--- src/rtl/exc_pkg.sv ---
// Shared types and constants for the LEGv8 exception sequencer.
// Optional cause counters are enabled by defining EXC_CAUSE_COUNT_EN.
package exc_pkg;

  typedef enum logic [2:0] {
    IDLE,
    FLUSH,
    VECTOR,
    HANDLER,
    RETURN
  } exc_state_t;

  localparam logic [3:0] ESR_NONE  = 4'b0000;
  localparam logic [3:0] ESR_IRQ   = 4'b0001;
  localparam logic [3:0] ESR_UNDEF = 4'b0010;

  localparam logic [63:0] DEFAULT_VECTOR_ADDR = 64'hD8;

  typedef struct packed {
    logic flush;
    logic pc_sel_vec;
    logic pc_sel_eret;
    logic exc_ack;
    logic in_handler;
  } exc_ctrl_t;

  // Registered control outputs to present while in a given state.
  function automatic exc_ctrl_t ctrl_for(exc_state_t s);
    exc_ctrl_t c;
    c = '0;
    case (s)
      FLUSH:   c.flush = 1'b1;
      VECTOR:  begin c.flush = 1'b1; c.pc_sel_vec = 1'b1; c.exc_ack = 1'b1; end
      HANDLER: c.in_handler = 1'b1;
      RETURN:  begin c.flush = 1'b1; c.pc_sel_eret = 1'b1; c.in_handler = 1'b1; end
      default: c = '0;
    endcase
    return c;
  endfunction

endpackage

--- src/rtl/exc_flush_timer.sv ---
// Loadable down-counter; done marks the last flush cycle.
module exc_flush_timer #(
  parameter int unsigned CW = 2
) (
  input  logic          clk,
  input  logic          reset,
  input  logic          load,
  input  logic [CW-1:0] load_val,
  input  logic          dec,
  output logic          done
);

  logic [CW-1:0] count_q;

  always_ff @(posedge clk or posedge reset) begin
    if (reset) begin
      count_q <= '0;
    end else if (load) begin
      count_q <= load_val;
    end else if (dec && (count_q != '0)) begin
      count_q <= count_q - 1'b1;
    end
  end

  assign done = (count_q == CW'(1));

endmodule

--- src/rtl/exception_sequencer.sv ---
// Exception entry/return sequencer for the pipelined LEGv8 core.
// Define EXC_CAUSE_COUNT_EN to add saturating UndefCount/IrqCount outputs.
module exception_sequencer
  import exc_pkg::*;
#(
  parameter int unsigned   N            = 64,
  parameter int unsigned   FLUSH_CYCLES = 3,
  parameter logic [N-1:0]  VECTOR_ADDR  = N'(DEFAULT_VECTOR_ADDR)
) (
  input  logic         clk,
  input  logic         reset,
  input  logic         NotAnInstr,
  input  logic         ExtIRQ,
  input  logic         ERet,
  input  logic [N-1:0] PC_E,
  output logic         Flush,
  output logic         PCSelVec,
  output logic         PCSelERet,
  output logic [N-1:0] ExcVector,
  output logic [N-1:0] ERetPC,
  output logic [N-1:0] ELR,
  output logic [3:0]   ESR,
  output logic         ExcAck,
  output logic         ExtIAck,
`ifdef EXC_CAUSE_COUNT_EN
  output logic [15:0]  UndefCount,
  output logic [15:0]  IrqCount,
`endif
  output logic         InHandler
);

  localparam int unsigned CW = $clog2(FLUSH_CYCLES + 1);

  exc_state_t   state_q;
  exc_ctrl_t    ctrl_q;
  logic [3:0]   esr_q;
  logic [N-1:0] elr_q;
  logic         entry;
  logic         timer_done;

  assign entry = (state_q == IDLE) && (NotAnInstr || ExtIRQ);

  exc_flush_timer #(
    .CW(CW)
  ) u_flush_timer (
    .clk     (clk),
    .reset   (reset),
    .load    (entry),
    .load_val(CW'(FLUSH_CYCLES)),
    .dec     (state_q == FLUSH),
    .done    (timer_done)
  );

  // Outputs are loaded together with the state they belong to.
  always_ff @(posedge clk or posedge reset) begin
    if (reset) begin
      state_q <= IDLE;
      ctrl_q  <= '0;
      esr_q   <= ESR_NONE;
      elr_q   <= '0;
    end else begin
      unique case (state_q)
        IDLE: begin
          if (entry) begin
            state_q <= FLUSH;
            ctrl_q  <= ctrl_for(FLUSH);
            esr_q   <= NotAnInstr ? ESR_UNDEF : ESR_IRQ;
            elr_q   <= PC_E;
          end
        end
        FLUSH: begin
          if (timer_done) begin
            state_q <= VECTOR;
            ctrl_q  <= ctrl_for(VECTOR);
          end
        end
        VECTOR: begin
          state_q <= HANDLER;
          ctrl_q  <= ctrl_for(HANDLER);
        end
        HANDLER: begin
          if (ERet) begin
            state_q <= RETURN;
            ctrl_q  <= ctrl_for(RETURN);
          end
        end
        RETURN: begin
          state_q <= IDLE;
          ctrl_q  <= ctrl_for(IDLE);
        end
        default: begin
          state_q <= IDLE;
          ctrl_q  <= '0;
        end
      endcase
    end
  end

`ifdef EXC_CAUSE_COUNT_EN
  logic [15:0] undef_count_q;
  logic [15:0] irq_count_q;

  always_ff @(posedge clk or posedge reset) begin
    if (reset) begin
      undef_count_q <= '0;
      irq_count_q   <= '0;
    end else if (entry) begin
      if (NotAnInstr) begin
        if (undef_count_q != 16'hFFFF) undef_count_q <= undef_count_q + 16'd1;
      end else begin
        if (irq_count_q != 16'hFFFF) irq_count_q <= irq_count_q + 16'd1;
      end
    end
  end

  assign UndefCount = undef_count_q;
  assign IrqCount   = irq_count_q;
`endif

  assign Flush     = ctrl_q.flush;
  assign PCSelVec  = ctrl_q.pc_sel_vec;
  assign PCSelERet = ctrl_q.pc_sel_eret;
  assign ExcAck    = ctrl_q.exc_ack;
  assign InHandler = ctrl_q.in_handler;
  assign ExtIAck   = ctrl_q.exc_ack && (esr_q == ESR_IRQ);
  assign ExcVector = VECTOR_ADDR;
  assign ERetPC    = elr_q;
  assign ELR       = elr_q;
  assign ESR       = esr_q;

endmodule

--- config.mk ---
export PLATFORM = sky130hd
export DESIGN_NAME = exception_sequencer
export DESIGN_NICKNAME = d
export VERILOG_FILES = /design/src/rtl/exc_pkg.sv /design/src/rtl/exc_flush_timer.sv /design/src/rtl/exception_sequencer.sv
export SDC_FILE = /design/constraint.sdc
export NUM_CORES = 1
export LEC_CHECK = 0
export CAP_MARGIN = 20
export CORE_UTILIZATION = 40
export CTS_CLUSTER_SIZE = 16
export DETAILED_ROUTE_END_ITERATION = 10
export GPL_ROUTABILITY_DRIVEN = 0
export PLACE_DENSITY = 0.88
export SYNTH_ARGS = -nofsm -noshare
export SYNTH_HDL_FRONTEND = slang
export SYNTH_SLANG_ARGS = --single-unit
--- constraint.sdc ---
create_clock -name clk -period 3.5 [get_ports clk]
set_input_delay 0.7 -clock clk [delete_from_list [all_inputs] [get_ports clk]]
set_output_delay 0.7 -clock clk [all_outputs]
set_load 0.005 [all_outputs]
==> results_dict.tcl <==
set metrics [dict create \
    max_stage_delay_ns 0.58 \
    ios 271 \
    end_kind "output pin" \
    synth_xor_xnor_area_share_pct 0.209 \
    rows 36 \
    fin_worst_skew_ns 0.0131 \
    antenna_cells 0 \
    syn_area_per_cell_um2 13.3 \
    period_share_pct 61.3 \
    synth_fa_ha_area_share_pct 0.598 \
    regArea_um2 1850 \
    drtIter0Drc 48 \
    drc_errors 0 \
    synth_area_leaders "dfrtp_1, buf_4, mux2_4, buf_12, mux2_2" \
    cts.sinks 74 \
    critical_path_buf_inv_count 1 \
    firstDrtPassIters 4 \
    dieArea_um2 10900 \
    cp_slowest_cell "clkdlybuf4s50_1" \
    grtUsageTotal_pct 15.7 \
    vias 2488 \
    layout-drive-gt1-share_pct 19.2 \
    dp_hpwl_mm 6.83 \
    ys_seq_area_share_pct 44.2 \
    setup_violations 0 \
    synth_cell_type_count 25 \
    cts_buffers 9 \
    multi_input_area_um2 1430 \
    leakage_nw 2.60 \
    mostFrequentLayoutCells "clkdlybuf4s50_1, dfrtp_1, conb_1" \
    fmax_ghz 0.466 \
    hold_violations 0 \
    drv_cap 0 \
    post_cts_resized 0 \
    maxSlewHeadroom_pct 50.5 \
    rsz0062_at_grt "false" \
    synthSimpleGateAreaFrac_pct 2.48 \
    avgRoutedWirePerCell_um 14.6 \
    ir_worst_vdd_v 0.000525 \
    fin_nets 530 \
    ant_nets 0 \
    nFillCells 805 \
    htree_levels 3 \
    insertion_delay_ns 0.34 \
    pwr_density_cell_nw_per_um2 942 \
    synth_top_family_by_area "buffers and inverters" \
    worstPathRequired_ns 2.80 \
    start_util_pct 42.1 \
    finalPower_w 0.00544 \
    synthCells 315 \
    cp-start-kind "flop" \
    synth_top_area_cell "dfrtp_1" \
    crit_chain "clkdlybuf4s50_1" \
    first_global_vias 2553 \
    crit_family "buffers and inverters" \
    cts.path.max_buffers 2 \
    fin_util_pct 58.0 \
    portBuffers 204 \
    worst_slew_pin_slew_ns 0.741 \
    die_h_um 104 \
    grt_overflow 0 \
    cp_max_fo 9 \
    crit_type "flop to output pin" \
    syn2layout_area_growth_pct 37.9 \
    grt_max_degree 41 \
    cts_tree "built" \
    hold_buffers 0 \
    clkTransAtPathRegs_ns 0.08 \
    yosys_register_bits 74 \
    routed_wl_mm 8.74 \
    synth-compound-area-share_pct 1.11 \
    fin_setup_tns_ns 0 \
    post_drt_via_cell_ratio 4.17 \
    ys_warn_count 0 \
    synth.top_cell.area_share_pct 44.2 \
    mostFrequentLayoutCell "clkdlybuf4s50_1" \
    cts_setup_buffers 0 \
    synth_area_um2 4190 \
    hp-class "flop to flop" \
    cts_root_buf "clkbuf_8" \
    finalCriticalPeriod_ns 2.14 \
    drv_slew 0 \
    die_x_um 104 \
    coreArea_um2 9950 \
    antenna_found_initial 0 \
    worstPathArrival_ns 1.44 \
    synthMuxAreaShare_pct 23.9 \
    grt_pass1_wl_mm 13.5 \
    status "finished, final reports clean" \
]
-- kinds of logic (layout without fill, tap and decap cells) --
family	Yosys count	count (layout)
buffers and inverters	143	228
xor gates and xnor gates	1	1
DFF	74	74
muxes	69	69
adders and majority gates	2	2
AOI/OAI and AO/OA	7	7
and+or+nand+nor	17	17
other	2	66
-- where the power goes --
| part | total (W) | internal [W] | leakage [nW] | switching (W) |
|---|---|---|---|---|
| clock network | 0.000749 | 0.000427 | 0.111 | 0.000322 |
| logic | 0.00298 | 0.00216 | 1.62 | 0.000825 |
| registers | 0.00170 | 0.00130 | 0.870 | 0.000409 |
-- cell type report --
cell class / instances / area share, %
tap: 133 / 2.88
multi-input combinational: 162 / 24.8
sequential: 74 / 32.1
clock inverter: 5 / 1.47
clock buffer: 11 / 2.45
timing repair buffer: 207 / 36.0
inverter: 5 / 0.325
-- path summary, 6_finish.rpt --
kind	start	end	slack, ns	cells after the start
max	PCSelERet$_DFFE_PP0P_	PCSelERet	1.36	1
min	Flush$_DFFE_PP0P_	Flush$_DFFE_PP0P_	0.52	1
max reg2reg	state_q[1]$_DFFE_PP0P_	ELR[61]$_DFFE_PP0P_	1.57	4
min reg2reg	Flush$_DFFE_PP0P_	Flush$_DFFE_PP0P_	0.52	1
max in group asynchronous	reset	ELR[15]$_DFFE_PP0P_	2.01	3
min in group asynchronous	reset	ELR[36]$_DFFE_PP0P_	0.82	2
-- per-stage QoR --
step / hold slack [ns] / cell area, um^2 / worst slack, ns / instances
2_1_floorplan: 0.479 / 4430 / 0.918 / 379
3_3_place_gp: 0.493 / 5550 / 1.07 / 581
3_5_place_dp: 0.503 / 5550 / 1.01 / 581
4_1_cts: 0.527 / 5770 / 1.32 / 597
5_1_grt: 0.545 / 5770 / 1.28 / 597
6_report: 0.517 / 5770 / 1.36 / 597
-- state kept, by name (all words and copies together), names as in the netlist --
| signal | cells |
|---|---|
| ELR | 64 |
| ESR | 2 |
| Flush | 1 |
| InHandler | 1 |
| PCSelERet | 1 |
| PCSelVec | 1 |
| state_q | 2 |
| u_flush_timer.count_q | 2 |
-- Yosys cell counts --
cell type / count
nor2_1: 4
dfrtp_1: 74
conb_1: 2
buf_12: 7
or4b_1: 1
a2bb2oi_1: 1
nand2b_1: 1
a21oi_1: 2
xnor2_1: 1
mux2_4: 60
inv_1: 5
mux2_2: 8
o211ai_1: 1
mux2i_1: 1
and3_1: 1
nor2b_1: 2
o21ai_0: 1
nand2_1: 5
nor2b_4: 1
a31oi_1: 1
buf_4: 131
ha_1: 2
nor3_1: 1
a32oi_1: 1
nor3_4: 1
-- layer usage --
metal  global-route usage (%)  wire length [um]
met2                     29.6              4900
met5                        0                 0
met3                     5.14               627
met1                     17.1              3180
met4                     3.06                33
Power figures use the tool's default switching activity.
